`src/rtl/dctq_zigzag_rle_if.sv`:
```
// Coefficient input, stall feedback and (run, level) output bundle of dctq_zigzag_rle.
// master = producer/consumer environment, slave = the zigzag/RLE block.
interface dctq_zigzag_rle_if #(
  parameter int CW   = 9,
  parameter int RUNW = 6
);
  logic [CW-1:0]   dctq;
  logic            dctq_valid;
  logic [5:0]      addr;
  logic            hold;
  logic            rl_valid;
  logic            rl_ready;
  logic [RUNW-1:0] rl_run;
  logic signed [CW:0] rl_level;
  logic            rl_eob;
  logic            overflow;

  modport master (
    output dctq, dctq_valid, addr, rl_ready,
    input  hold, rl_valid, rl_run, rl_level, rl_eob, overflow
  );

  modport slave (
    input  dctq, dctq_valid, addr, rl_ready,
    output hold, rl_valid, rl_run, rl_level, rl_eob, overflow
  );
endinterface

```
`src/rtl/dctq_zigzag_rle.sv`:
```
// Ping-pong 8x8 coefficient buffer, read back in zigzag order as (run, level) pairs + EOB.
// Optional macro DC_DPCM_EN: DC level is emitted as the difference from the previous block's DC.
module dctq_zigzag_rle #(
  parameter int CW   = 9,
  parameter int RUNW = 6
) (
  input  logic             clk,
  input  logic             reset_n,
  dctq_zigzag_rle_if.slave bus
);
  typedef enum logic [1:0] {IDLE, SCAN, EOB, DRAIN} state_t;

  // Raster address visited at each zigzag position.
  localparam logic [5:0] ZZ_ROM [64] = '{
    6'd0,  6'd1,  6'd8,  6'd16, 6'd9,  6'd2,  6'd3,  6'd10,
    6'd17, 6'd24, 6'd32, 6'd25, 6'd18, 6'd11, 6'd4,  6'd5,
    6'd12, 6'd19, 6'd26, 6'd33, 6'd40, 6'd48, 6'd41, 6'd34,
    6'd27, 6'd20, 6'd13, 6'd6,  6'd7,  6'd14, 6'd21, 6'd28,
    6'd35, 6'd42, 6'd49, 6'd56, 6'd57, 6'd50, 6'd43, 6'd36,
    6'd29, 6'd22, 6'd15, 6'd23, 6'd30, 6'd37, 6'd44, 6'd51,
    6'd58, 6'd59, 6'd52, 6'd45, 6'd38, 6'd31, 6'd39, 6'd46,
    6'd53, 6'd60, 6'd61, 6'd54, 6'd47, 6'd55, 6'd62, 6'd63
  };

  logic [CW-1:0]   mem [128];
  logic [CW-1:0]   rd_data;
  logic [1:0]      full_reg, full_next;
  logic            wr_bank_reg, rd_bank_reg;
  logic            hold_reg, overflow_reg;
  state_t          state_reg, state_next;
  logic [5:0]      zz_idx_reg;
  logic            p1_valid_reg, p1_eob_reg, p1_dc_reg;
  logic [RUNW-1:0] run_reg;
  logic            rl_valid_reg, rl_eob_reg;
  logic [RUNW-1:0] rl_run_reg;
  logic [CW:0]     rl_level_reg;
  logic            advance, wr_ok, eob_accept, rd_en, emit;
  logic [CW:0]     level_ext, dc_level;

  // Everything downstream of the zigzag address freezes while the output is back-pressured.
  assign advance    = !(rl_valid_reg && !bus.rl_ready);
  assign wr_ok      = bus.dctq_valid && !full_reg[wr_bank_reg];
  assign eob_accept = rl_valid_reg && bus.rl_ready && rl_eob_reg;
  assign rd_en      = advance && (state_reg == SCAN);

  always_ff @(posedge clk) begin
    if (wr_ok)
      mem[{wr_bank_reg, bus.addr}] <= bus.dctq;
    if (rd_en)
      rd_data <= mem[{rd_bank_reg, ZZ_ROM[zz_idx_reg]}];
  end

  always_comb begin
    full_next = full_reg;
    if (eob_accept)
      full_next[rd_bank_reg] = 1'b0;
    if (wr_ok && bus.addr == 6'd63)
      full_next[wr_bank_reg] = 1'b1;
  end

  always_ff @(posedge clk or negedge reset_n) begin
    if (!reset_n) begin
      full_reg     <= '0;
      wr_bank_reg  <= 1'b0;
      rd_bank_reg  <= 1'b0;
      hold_reg     <= 1'b0;
      overflow_reg <= 1'b0;
    end else begin
      full_reg <= full_next;
      hold_reg <= &full_next;
      if (wr_ok && bus.addr == 6'd63)
        wr_bank_reg <= ~wr_bank_reg;
      if (bus.dctq_valid && full_reg[wr_bank_reg])
        overflow_reg <= 1'b1;
      if (eob_accept)
        rd_bank_reg <= ~rd_bank_reg;
    end
  end

  always_comb begin
    state_next = state_reg;
    case (state_reg)
      IDLE:    if (full_reg[rd_bank_reg]) state_next = SCAN;
      SCAN:    if (advance && zz_idx_reg == 6'd63) state_next = EOB;
      EOB:     if (advance) state_next = DRAIN;
      DRAIN:   if (eob_accept) state_next = IDLE;
      default: state_next = IDLE;
    endcase
  end

`ifdef DC_DPCM_EN
  logic [CW-1:0] pred_reg, rl_dc_raw_reg;
  logic          rl_dc_reg;

  // The predictor only moves once the DC pair has actually left the block.
  always_ff @(posedge clk or negedge reset_n) begin
    if (!reset_n) begin
      pred_reg      <= '0;
      rl_dc_raw_reg <= '0;
      rl_dc_reg     <= 1'b0;
    end else begin
      if (advance && emit) begin
        rl_dc_reg     <= p1_dc_reg;
        rl_dc_raw_reg <= rd_data;
      end
      if (rl_valid_reg && bus.rl_ready && rl_dc_reg)
        pred_reg <= rl_dc_raw_reg;
    end
  end
`endif

  always_comb begin
    level_ext = {rd_data[CW-1], rd_data};
`ifdef DC_DPCM_EN
    dc_level  = level_ext - {pred_reg[CW-1], pred_reg};
`else
    dc_level  = level_ext;
`endif
    emit      = p1_valid_reg && (p1_eob_reg || p1_dc_reg || rd_data != '0);
  end

  always_ff @(posedge clk or negedge reset_n) begin
    if (!reset_n) begin
      state_reg    <= IDLE;
      zz_idx_reg   <= '0;
      p1_valid_reg <= 1'b0;
      p1_eob_reg   <= 1'b0;
      p1_dc_reg    <= 1'b0;
      run_reg      <= '0;
      rl_valid_reg <= 1'b0;
      rl_eob_reg   <= 1'b0;
      rl_run_reg   <= '0;
      rl_level_reg <= '0;
    end else begin
      state_reg <= state_next;
      if (state_reg == IDLE)
        zz_idx_reg <= '0;
      else if (rd_en)
        zz_idx_reg <= zz_idx_reg + 6'd1;
      if (advance) begin
        // Stage 1 carries either a coefficient read or the end-of-block token.
        p1_valid_reg <= (state_reg == SCAN) || (state_reg == EOB);
        p1_eob_reg   <= (state_reg == EOB);
        p1_dc_reg    <= (state_reg == SCAN) && (zz_idx_reg == 6'd0);
        rl_valid_reg <= emit;
        if (emit) begin
          rl_eob_reg   <= p1_eob_reg;
          rl_run_reg   <= (p1_eob_reg || p1_dc_reg) ? '0 : run_reg;
          rl_level_reg <= p1_eob_reg ? '0 : (p1_dc_reg ? dc_level : level_ext);
        end
        if (p1_valid_reg && !p1_eob_reg)
          run_reg <= emit ? '0 : run_reg + RUNW'(1);
      end
    end
  end

  assign bus.hold     = hold_reg;
  assign bus.overflow = overflow_reg;
  assign bus.rl_valid = rl_valid_reg;
  assign bus.rl_eob   = rl_eob_reg;
  assign bus.rl_run   = rl_run_reg;
  assign bus.rl_level = rl_level_reg;
endmodule

```
`src/flat_wrapper.sv`:
```
// flat-port wrapper written by rule: the top's interface ports become plain ports
module dctq_zigzag_rle_flat 
#(
  parameter int CW   = 9,
  parameter int RUNW = 6
)
  (clk, reset_n, bus_dctq, bus_dctq_valid, bus_addr, bus_rl_ready, bus_hold, bus_rl_valid, bus_rl_run, bus_rl_level, bus_rl_eob, bus_overflow);
  dctq_zigzag_rle_if #(.CW(CW), .RUNW(RUNW)) bus_i ();
  input  logic clk;
  input  logic reset_n;
  input wire logic [$bits(bus_i.dctq)-1:0] bus_dctq;
  input wire logic [$bits(bus_i.dctq_valid)-1:0] bus_dctq_valid;
  input wire logic [$bits(bus_i.addr)-1:0] bus_addr;
  input wire logic [$bits(bus_i.rl_ready)-1:0] bus_rl_ready;
  output wire logic [$bits(bus_i.hold)-1:0] bus_hold;
  output wire logic [$bits(bus_i.rl_valid)-1:0] bus_rl_valid;
  output wire logic [$bits(bus_i.rl_run)-1:0] bus_rl_run;
  output wire logic [$bits(bus_i.rl_level)-1:0] bus_rl_level;
  output wire logic [$bits(bus_i.rl_eob)-1:0] bus_rl_eob;
  output wire logic [$bits(bus_i.overflow)-1:0] bus_overflow;
  assign bus_i.dctq = bus_dctq;
  assign bus_i.dctq_valid = bus_dctq_valid;
  assign bus_i.addr = bus_addr;
  assign bus_i.rl_ready = bus_rl_ready;
  assign bus_hold = bus_i.hold;
  assign bus_rl_valid = bus_i.rl_valid;
  assign bus_rl_run = bus_i.rl_run;
  assign bus_rl_level = bus_i.rl_level;
  assign bus_rl_eob = bus_i.rl_eob;
  assign bus_overflow = bus_i.overflow;
  dctq_zigzag_rle #(.CW(CW), .RUNW(RUNW)) u_core (.clk(clk), .reset_n(reset_n), .bus(bus_i));
endmodule
```
`config.mk`:
```
export PLATFORM = sky130hd
export DESIGN_NAME = dctq_zigzag_rle_flat
export DESIGN_NICKNAME = d
export VERILOG_FILES = /design/src/rtl/dctq_zigzag_rle_if.sv /design/src/rtl/dctq_zigzag_rle.sv /design/src/flat_wrapper.sv
export SDC_FILE = /design/constraint.sdc
export NUM_CORES = 1
export LEC_CHECK = 0
export CAP_MARGIN = 15
export CORE_ASPECT_RATIO = 1.1
export CORE_UTILIZATION = 55
export CTS_CLUSTER_SIZE = 14
export DETAILED_ROUTE_END_ITERATION = 16
export PLACE_DENSITY_LB_ADDON = 0.2
export SLEW_MARGIN = 20
export SYNTH_ARGS = -nofsm -noshare
export SYNTH_HDL_FRONTEND = slang
export SYNTH_SLANG_ARGS = --single-unit
```
`constraint.sdc`:
```
create_clock -name clk -period 8.69 [get_ports clk]
set_input_delay 1.738 -clock clk [delete_from_list [all_inputs] [get_ports clk]]
set_output_delay 1.738 -clock clk [all_outputs]
set_load 0.1 [all_outputs]
```
Yosys cells after proc, flatten, opt, wreduce, memory -nomap -nowiden. Memory sizes are Yosys's and may differ from the RTL's. A register that Yosys moved wholly into a read port is not among the register bits. Index checks and enable logic that the tools add are counted.

Add/sub/neg operators: 2. $lt $le $gt $ge: 5. Eq/ne operators: 9. Mux-type cells: 24. Bitwise logic cells: 7. Reduce and logical (&&, ||, !) cells: 28.

Operators by type and width (count): $mux 6 (6); $logic_and 1x1->1 (13); $add 6x1->6 const B (2); $eq 6x6->1 const B (2); $mux 2 (6); $mux 10 (1); $reduce_bool 9->1 (1); $mux 1 (8); $pmux 2 s4 (1); $ge 7x7->1 const B (1); $not 6->7 (1); $logic_not 6->1 (1); $reduce_and 2->1 (3); $eq 2x2->1 const B (2); $logic_not 1->1 (4); $lt 1x2->1 const B (2); $ne 2x1->1 const B (2); $ne 2x2->1 const B (2); $reduce_and 4->1 (1); $logic_or 1x1->1 (3); $not 1->1 (3); $and 2x2->2 (1); $demux 1 s1 (2); $eq 2x1->1 const B (1); 5 further kinds (6).

Flip-flop bits (word level): 41. RAM bits: 1152. Memory bits (read-only): 384. Bits of input ports: 19. Output and inout port bits: 20. Logic and storage cells: 92. Memories kept: 2.

Memory list: u_core.mem (words 128, width 9, read ports 1, clocked after memory_dff 1, write ports 1, RTL line dctq_zigzag_rle.sv:25) `logic [CW-1:0] mem [128];`; (name not given) (words 64, width 6, read ports 1, clocked after memory_dff 0, write ports 0, RTL line dctq_zigzag_rle.sv:50) `rd_data <= mem[{rd_bank_reg, ZZ_ROM[zz_idx_reg]}];`.

Logic depth before layout (Yosys ltp). Gate-level depths: netlist of the first run.

Depth after elaboration: 10. Mapped depth: 18.

Least setup slack after synthesis of the first run. OpenSTA, ideal clock, no wires.

Kind: register to register. From: register u_core.zz_idx_reg[0]. To: register u_core.rd_data[1], read port of u_core.mem (data pin). Library setup time: 0.256 ns. Arrival time: 3.435 ns. Required time: 8.434 ns. Slack: 4.999 ns. Stages on the path, launching flop included: 15. Buffers on the path: 3. Clock period less this slack: 3.691 ns. Cells stage by stage: dfrtp_1 buf_4 inv_2 ha_1 xnor2_2 a22oi_2 a2111o_1 buf_6 buf_6 mux2_4 a221o_1 a221o_1 o31a_1 and4_1 and4_1.

Word-level cells in the longest chain between the ends: 4.

Ends and longest elaborated chain: start, declared (RTL line dctq_zigzag_rle.sv:31) `logic [5:0] zz_idx_reg;`; start signal, assigned (RTL line dctq_zigzag_rle.sv:139) `zz_idx_reg <= zz_idx_reg + 6'd1;`; $not 6->7 (not written as such) (RTL line dctq_zigzag_rle.sv:50); $mem_v2 64x6; $mux 6 (not written as such) (2 in a row) (RTL line dctq_zigzag_rle.sv:50); end, declared (RTL line dctq_zigzag_rle.sv:26) `logic [CW-1:0] rd_data;`.

Every way passes these cells. The select of a mux whose other input is x is not followed. A chain may end at the register's enable or synchronous reset.

Worst setup path after layout of the first run.
From: register u_core.zz_idx_reg[2]. To: register u_core.rd_data[8], read port of u_core.mem (data pin).

Same word-level chain as after synthesis.

==> metrics.md, run 1 <==
| Metric | Value |
|---|---|
| Status | complete, no violations |
| Maximum VDD drop | 0.220 mV |
| Fin. Hold Viols | 0 |
| P&R area growth vs syn | 9.78% |
| Gr usage total | 28.9% |
| CTS H-tree depth | 3 |
| Worst R2R Path Depth | 14 |
| Vias per inst | 6.48 |
| Die area | 0.0903 mm² |
| Fin crit share | 70.7% |
| Die width | 287 µm |
| PD cells | 268 mW/mm² |
| CTS max path bufs | 3 |
| Clock sink total | 1,201 |
| Synth unique cells | 90 |
| Async SR Flop Fraction | 3.33% |
| Core footprint | 0.0880 mm² |
| Worst Setup Path Type | reg -> reg |
| # setup viols final | 0 |
| Seq/Total Area, Yosys | 73.2% |
| Hold Path End | u_core.bus.rl_run[5] |
| Detailed Place HPWL | 78,300 µm |
| Post-CTS Setup Inserts | 0 |
| Overflow after GRT | 0 |
| Worst-Skew Late Latency | 0.71 ns |
| DRC | 0 |
| Hold Crit Start | u_core.bus.rl_run[5] |
| Hold slack | 0.490 ns |
| Post-Syn Area | 0.0490 mm² |
| Vias in the first global route | 27,700 |
| CTS tree | built |
| Initial antenna violation count | 2 |
| Die Span Y | 315 µm |
| Routed Wire Length | 131,000 µm |
| 1st-pass router iterations | 6 |
| Starting Density | 55.7% |
| Critical path launch point type | flop |
| Yosys reg bits | 1,201 |
| Syn Nets | 3,247 |
| Number of CTS-inserted buffers | 115 |
| Reg2Reg Setup Slack | 2.55 ns |
| Synth area leader | edfxtp_1 |
| YS warnings | 0 |
| DR iter-0 viols | 3,461 |
| Synth Area per Inst | 15.3 µm² |
| Cts hold-fix bufs | 0 |
| Worst R2R End | u_core.rd_data[8] |
| Fin Setup TNS | 0 ns |
| I/O pin count | 39 |
| CTS clk-pin slew, worst paths | 0.06 ns |
| Top_reg_cell synth | edfxtp_1 |
| RSZ-0062 raised after global routing | false |
| Global-route wire length before repair | 189,000 µm |
| WHS Path Cells | 2 |
| Worst Path Max Fanout | 150 |
| LEAKAGE | 17.1 nW |
| Row Count | 114 |
| CP arrival | 6.70 ns |
| Final #Nets | 3,236 |
| Min Tclk post-route | 6.14 ns |
| Top cells by area, synth | edfxtp_1 (71%), mux2i_1 (3.6%), nand2_1 (3.6%) |
| Relative slew slack | 10.7% |
| Worst Clk Skew | 0.0450 ns |
| Worst min path class | reg -> reg |
| Setup crit end kind | flop |
| Fmax | 0.163 GHz |
| Routability congestion estimate | 0.902 |
| Wire per inst | 29.5 µm |
| Largest net degree at the start of global routing | 163 |
| Share of the synthesized area in the top cell type | 71.2% |
| Max Slew Vio Count | 0 |
| Cells after synthesis | 3,208 |
| Remaining antenna violation count | 0 |
| Post-synth EDFFs | 1,161 |
| Share of cells above drive strength 1 | 10.3% |
| Slew of the pin with the lowest slew margin | 1.31 ns |
| Critical Path RT | 9.25 ns |
| Max reg flops | 1,152 |
| Via Count | 28,900 |
| Max Cap Viol | 0 |
| Root Buffer | clkbuf_16 |
| Port Buffers | 38 |
| Critical R2R Launch | u_core.zz_idx_reg[2] |
| Quantity of gates resized following cts | 0 |
==> Yosys cell counts (all sizes together), types with 33 or more instances <==
| master | instances |
|---|---|
| edfxtp | 1161 |
| nand2 | 466 |
| mux2i | 177 |
| nor2 | 175 |
| nand3 | 129 |
| a21oi | 118 |
| buf | 118 |
| clkbuf | 86 |
| o2bb2ai | 84 |
| o21ai | 72 |
| mux2 | 70 |
| a221oi | 42 |
| dfrtp | 40 |
| a311oi | 35 |
| and3 | 33 |
==> cell type report <==
cell class | instances | area [µm²]
clock buffers | 133 | 2990
inverters | 14 | 55.1
repair buffers | 76 | 713
flip-flops and latches | 1201 | 35900
multi-input cells | 1789 | 12000
diodes | 2 | 5.00
well taps | 1160 | 1450
clock inverters | 78 | 659
fillers | 6382 | 34200
==> power by group <==
group / total, mW / leakage, nW / internal, mW / switching (mW)
registers: 6.59 / 11.0 / 6.47 / 0.129
clock network: 4.86 / 1.80 / 2.73 / 2.14
logic: 2.98 / 4.29 / 0.919 / 2.06
total: 14.4 / 17.1 / 10.1 / 4.32
==> critical path: stages (launching register included) <==
cell and delay (ns):
dfrtp_1 0.91, inv_4 0.19, ha_1 0.25, nor2b_1 0.15
a2111oi_4 0.43, a2111oi_4 0.11, buf_12 0.26, a21oi_4 0.48
buf_4 0.51, buf_4 0.56, o2bb2ai_1 0.18, a221oi_1 0.11
a2111oi_0 1.17, and4_1 0.32, and4_1 0.20
==> metrics by stage <==
stage | total power, mW | cells | instance area (µm²) | util (%) | setup slack [ns]
after global placement | 9.59 | 4240 | 50100 | 57.0 | 2.85
after floorplan | 8.69 | 3208 | 49000 | - | 5.00
after global routing | 14.8 | 4451 | 53800 | 61.1 | 2.47
final | 14.4 | 4453 | 53800 | 61.1 | 2.55
after CTS | 14.4 | 4451 | 53800 | 61.1 | 2.71
after detailed placement | 9.65 | 4240 | 50100 | 57.0 | 2.73
==> how the worst max path moves through the flow <==
stage / from / endpoint / slack [ns] / depth (start not counted)
after floorplan: u_core.zz_idx_reg[0] / u_core.rd_data[1] / 5.00 / 14
after global placement: u_core.zz_idx_reg[4] / u_core.rd_data[5] / 2.85 / 12
after detailed placement: u_core.zz_idx_reg[2] / u_core.rd_data[6] / 2.73 / 14
after CTS: u_core.zz_idx_reg[2] / u_core.rd_data[6] / 2.71 / 14
after global routing: u_core.zz_idx_reg[2] / u_core.rd_data[4] / 2.47 / 14
final: u_core.zz_idx_reg[2] / u_core.rd_data[8] / 2.55 / 14
==> per-layer routing <==
metal	part of all wire, %	global-route usage (%)
met2	49	47.3
met4	5.0	13.5
met1	38	38.1
met3	8.3	4.58
met5	0	0
==> layout by cell type (no fill, tap or decap), types with 24 or more instances in the layout <==
| master | synthesis | layout |
|---|---|---|
| mux2_2 | 36 | 36 |
| nand3_1 | 129 | 129 |
| buf_4 | 30 | 41 |
| clkinv_1 | 0 | 28 |
| clkdlybuf4s50_1 | 0 | 28 |
| nand2_1 | 464 | 463 |
| nor2_1 | 172 | 171 |
| o21ai_0 | 51 | 51 |
| a221oi_1 | 41 | 41 |
| clkinv_2 | 0 | 30 |
| mux2_1 | 26 | 26 |
| dfrtp_1 | 40 | 39 |
| clkbuf_16 | 0 | 117 |
| and3_1 | 33 | 33 |
| a21oi_1 | 115 | 114 |
| a311oi_1 | 35 | 35 |
| mux2i_1 | 177 | 177 |
| edfxtp_1 | 1161 | 1161 |
| o2bb2ai_1 | 84 | 84 |
| a221o_1 | 24 | 24 |
| a22oi_1 | 30 | 30 |
| mux4_2 | 30 | 30 |
| a211oi_1 | 29 | 28 |
==> kinds of logic (layout without fill, tap and decap cells) <==
kind of cell / after synthesis / count (layout) / share of synthesized area (%)
mux: 277 / 277 / 6.67
xor+xnor: 9 / 9 / 0.176
buf+inv: 218 / 301 / 2.38
flops: 1201 / 1201 / 73.2
fa+ha+maj: 20 / 20 / 0.511
compound gates: 544 / 544 / 8.40
other cells: 0 / 2 / 0
simple gates: 939 / 939 / 8.67
Note: power is estimated with default switching activity, not from simulation.
==> run 2: changes to the inputs <==
==> constraint.sdc (replaced) <==
create_clock -name clk -period 5.6 [get_ports clk]
set_input_delay 1.12 -clock clk [delete_from_list [all_inputs] [get_ports clk]]
set_output_delay 1.12 -clock clk [all_outputs]
set_load 0.1 [all_outputs]
==> run 2 against run 1 <==
Net effect: register-to-register slack worse by 2.3 ns; die area stayed put; core utilization increased by 0.58 points; total power up 57%; largest cell class unchanged.
==> metrics.md, run 2 (synthesis results as in run 1) <==
| Metric | Value |
|---|---|
| Routability congestion estimate | 0.918 (+1.8%) |
| DR iter-0 viols | 3,703 (+7.0%) |
| Pwr Total | 22.7 mW (+57%) |
| NetSw | 6.70 mW (+55%) |
| Fin. Hold Viols | 0 (unchanged) |
| Clock sink total | 1,201 (unchanged) |
| CP arrival | 5.94 ns (-0.76 ns) |
| Fin Setup TNS | 0 ns (unchanged) |
| Root Buffer | clkbuf_16 |
| CTS H-tree depth | 3 (unchanged) |
| Post-CTS Setup Inserts | 0 (unchanged) |
| Comb power frac | 20.6% (about the same) |
| Share of cells above drive strength 1 | 11.2% (+0.89 points) |
| DRC | 0 (unchanged) |
| P&R area growth vs syn | 10.8% |
| Core footprint | 0.0880 mm² (unchanged) |
| Row Count | 114 (unchanged) |
| Hold Crit Start | u_core.bus.overflow |
| CTS clk-pin slew, worst paths | 0.06 ns (about the same) |
| CTS tree | built |
| LEAKAGE | 17.3 nW (+1.5%) |
| Fin crit share | 95.8% (+25 points) |
| Cts hold-fix bufs | 0 (unchanged) |
| I/O pin count | 39 (unchanged) |
| Setup crit end kind | flop |
| Max Slew Vio Count | 0 (unchanged) |
| Quantity of gates resized following cts | 0 (unchanged) |
| Die width | 287 µm (unchanged) |
| Most frequent cells in the layout | edfxtp_1 (1,161), nand2_1 (463), mux2i_1 (177) |
| Initial antenna violation count | 3 (+1) |
| Worst min path class | reg -> reg |
| Port Buffers | 38 (unchanged) |
| Worst Setup Path Type | reg -> reg |
| Placement Cell Area | 0.0505 mm² (+0.75%) |
| RSZ-0062 raised after global routing | false |
| Place WS | 0.342 ns (-2.38 ns) |
| Via Count | 28,800 (-0.18%) |
| Reg2Reg Setup Slack | 0.23 ns (-2.32 ns) |
| Max Cap Viol | 0 (unchanged) |
| WL met3 | 10,900 µm (-0.68%) |
| Gr usage total | 28.0% (-0.88 points) |
| Detailed Place HPWL | 77,500 µm (-1.0%) |
| Worst R2R Path Depth | 11 (-3) |
| Internal | 16.0 mW (+58%) |
| CTS max path bufs | 3 (unchanged) |
| Hold slack | 0.466 ns (-0.0238 ns) |
| Wire per inst | 28.2 µm (-4.6%) |
| Min Tclk post-route | 5.37 ns (-0.774 ns) |
| WHS Path Cells | 1 (-1) |
| Worst Slack Setup Final | 0.234 ns (-2.32 ns) |
| Critical Path RT | 6.18 ns (-3.07 ns) |
| Routed Wire Length | 127,000 µm (-3.7%) |
| Worst-Skew Late Latency | 0.71 ns (about the same) |
| Die Span Y | 315 µm (unchanged) |
| Number of CTS-inserted buffers | 114 (-0.87%) |
| Remaining antenna violation count | 0 (unchanged) |
| Filler cells | 6,369 (-0.20%) |
| Worst setup path start | u_core.zz_idx_reg[0] |
| Vias per inst | 6.41 (-1.1%) |
| Largest net degree at the start of global routing | 125 (-23%) |
| Wl on met1 | 49,200 µm (-1.7%) |
| Global-route wire length before repair | 186,000 µm (-1.6%) |
| 1st-pass router iterations | 6 (unchanged) |
| Max reg flops | 1,152 (unchanged) |
| Sequential Power Share | 45.1% (-0.6 points) |
| Sw Share | 29.5% (-0.42 points) |
| Max layer used | met5 |
| Most common cell after layout, fill and taps aside | edfxtp_1 |
| Status | complete, no violations |
| PD cells | 418 mW/mm² (+56%) |
| Vias in the first global route | 27,800 (+0.52%) |
| WL met2 | 60,400 µm (-5.6%) |
| Slew of the pin with the lowest slew margin | 1.18 ns (-0.129 ns) |
| Critical R2R Launch | u_core.zz_idx_reg[0] |
| Overflow after GRT | 0 (unchanged) |
| Clock power frac | 34.3% (+0.6 points) |
| # setup viols final | 0 (unchanged) |
| Final instance area | 0.0543 mm² (+0.95%) |
| Fmax | 0.186 GHz (+14%) |
| Final #Nets | 3,273 (+1.1%) |
| Die area | 0.0903 mm² (unchanged) |
| Critical path launch point type | flop |
| Maximum VDD drop | 0.351 mV (+59%) |
| Relative slew slack | 21.4% (+11 points) |
| Worst Path Max Fanout | 17 (-89%) |
| Worst Clk Skew | 0.0491 ns (+0.00412 ns) |
| Starting Density | 55.7% (unchanged) |
[run 2: changes by cell type in the layout (fill, tap and decap cells not counted), moves of 3 or more]
cell | before | now
buf_12 | 6 | 13
buf_4 | 41 | 69
bufinv_16 | 9 | 14
clkbuf_1 | 16 | 23
clkinv_1 | 28 | 25
clkinv_2 | 30 | 22
inv_6 | 1 | 4
nor3_1 | 23 | 26
nor3_2 | 3 | 0
[run 2: worst paths after layout]
kind / endpoint
max in group asynchronous: u_core.bus.rl_level[1]
worst max-delay path: u_core.rd_data[4]
min in group asynchronous: u_core.bus.rl_run[3]
worst max register to register: u_core.rd_data[4]
worst min register to register: u_core.bus.overflow
worst min-delay path: u_core.bus.overflow
[run 2: critical path: stages, from the launching register on]
cell       delay [ns]
dfrtp_1          0.69
inv_2            0.22
ha_1             0.50
inv_1            0.10
o2111ai_1        0.29
o2111a_1         0.63
nor2_4           0.19
nor2_2           0.71
a221oi_1         0.26
a2111oi_1        1.10
and4_1           0.36
and4_1           0.19
[run 2: power groups by stage]
stage / clock network, mW / logic (mW) / registers, mW
final: 7.78 / 4.67 / 10.2
after global routing: 8.17 / 4.94 / 10.2
after CTS: 7.84 / 4.63 / 10.2
after detailed placement: 0 / 4.62 / 10.4
after global placement: 0 / 4.55 / 10.4
after floorplan: 0 / 2.89 / 10.6
[run 2: layer usage]
| layer | vias up | GRT usage [%] |
|---|---|---|
| li1 | 12500 | - |
| met1 | 14500 | 38.3 |
| met2 | 1482 | 44.3 |
| met3 | 289 | 4.75 |
| met4 | 4 | 12.8 |
| met5 | - | 0 |
[run 2: per-stage QoR]
stage	utilization, %	cells
after floorplan	-	3208
after global placement	57.4	4277
after detailed placement	57.4	4278
after CTS	61.7	4493
after global routing	61.7	4494
final	61.7	4494
[run 2: final cells by class]
| cell class | count | area (µm²) | area share [%] |
|---|---|---|---|
| inverter | 14 | 55.1 | 0.101 |
| clock buffer | 139 | 2980 | 5.48 |
| tap | 1160 | 1450 | 2.67 |
| timing repair buffer | 114 | 1110 | 2.05 |
| antenna | 1 | 2.50 | 0.00461 |
| sequential | 1201 | 35900 | 66.1 |
| clock inverter | 76 | 802 | 1.48 |
| multi-input combinational | 1789 | 12000 | 22.2 |
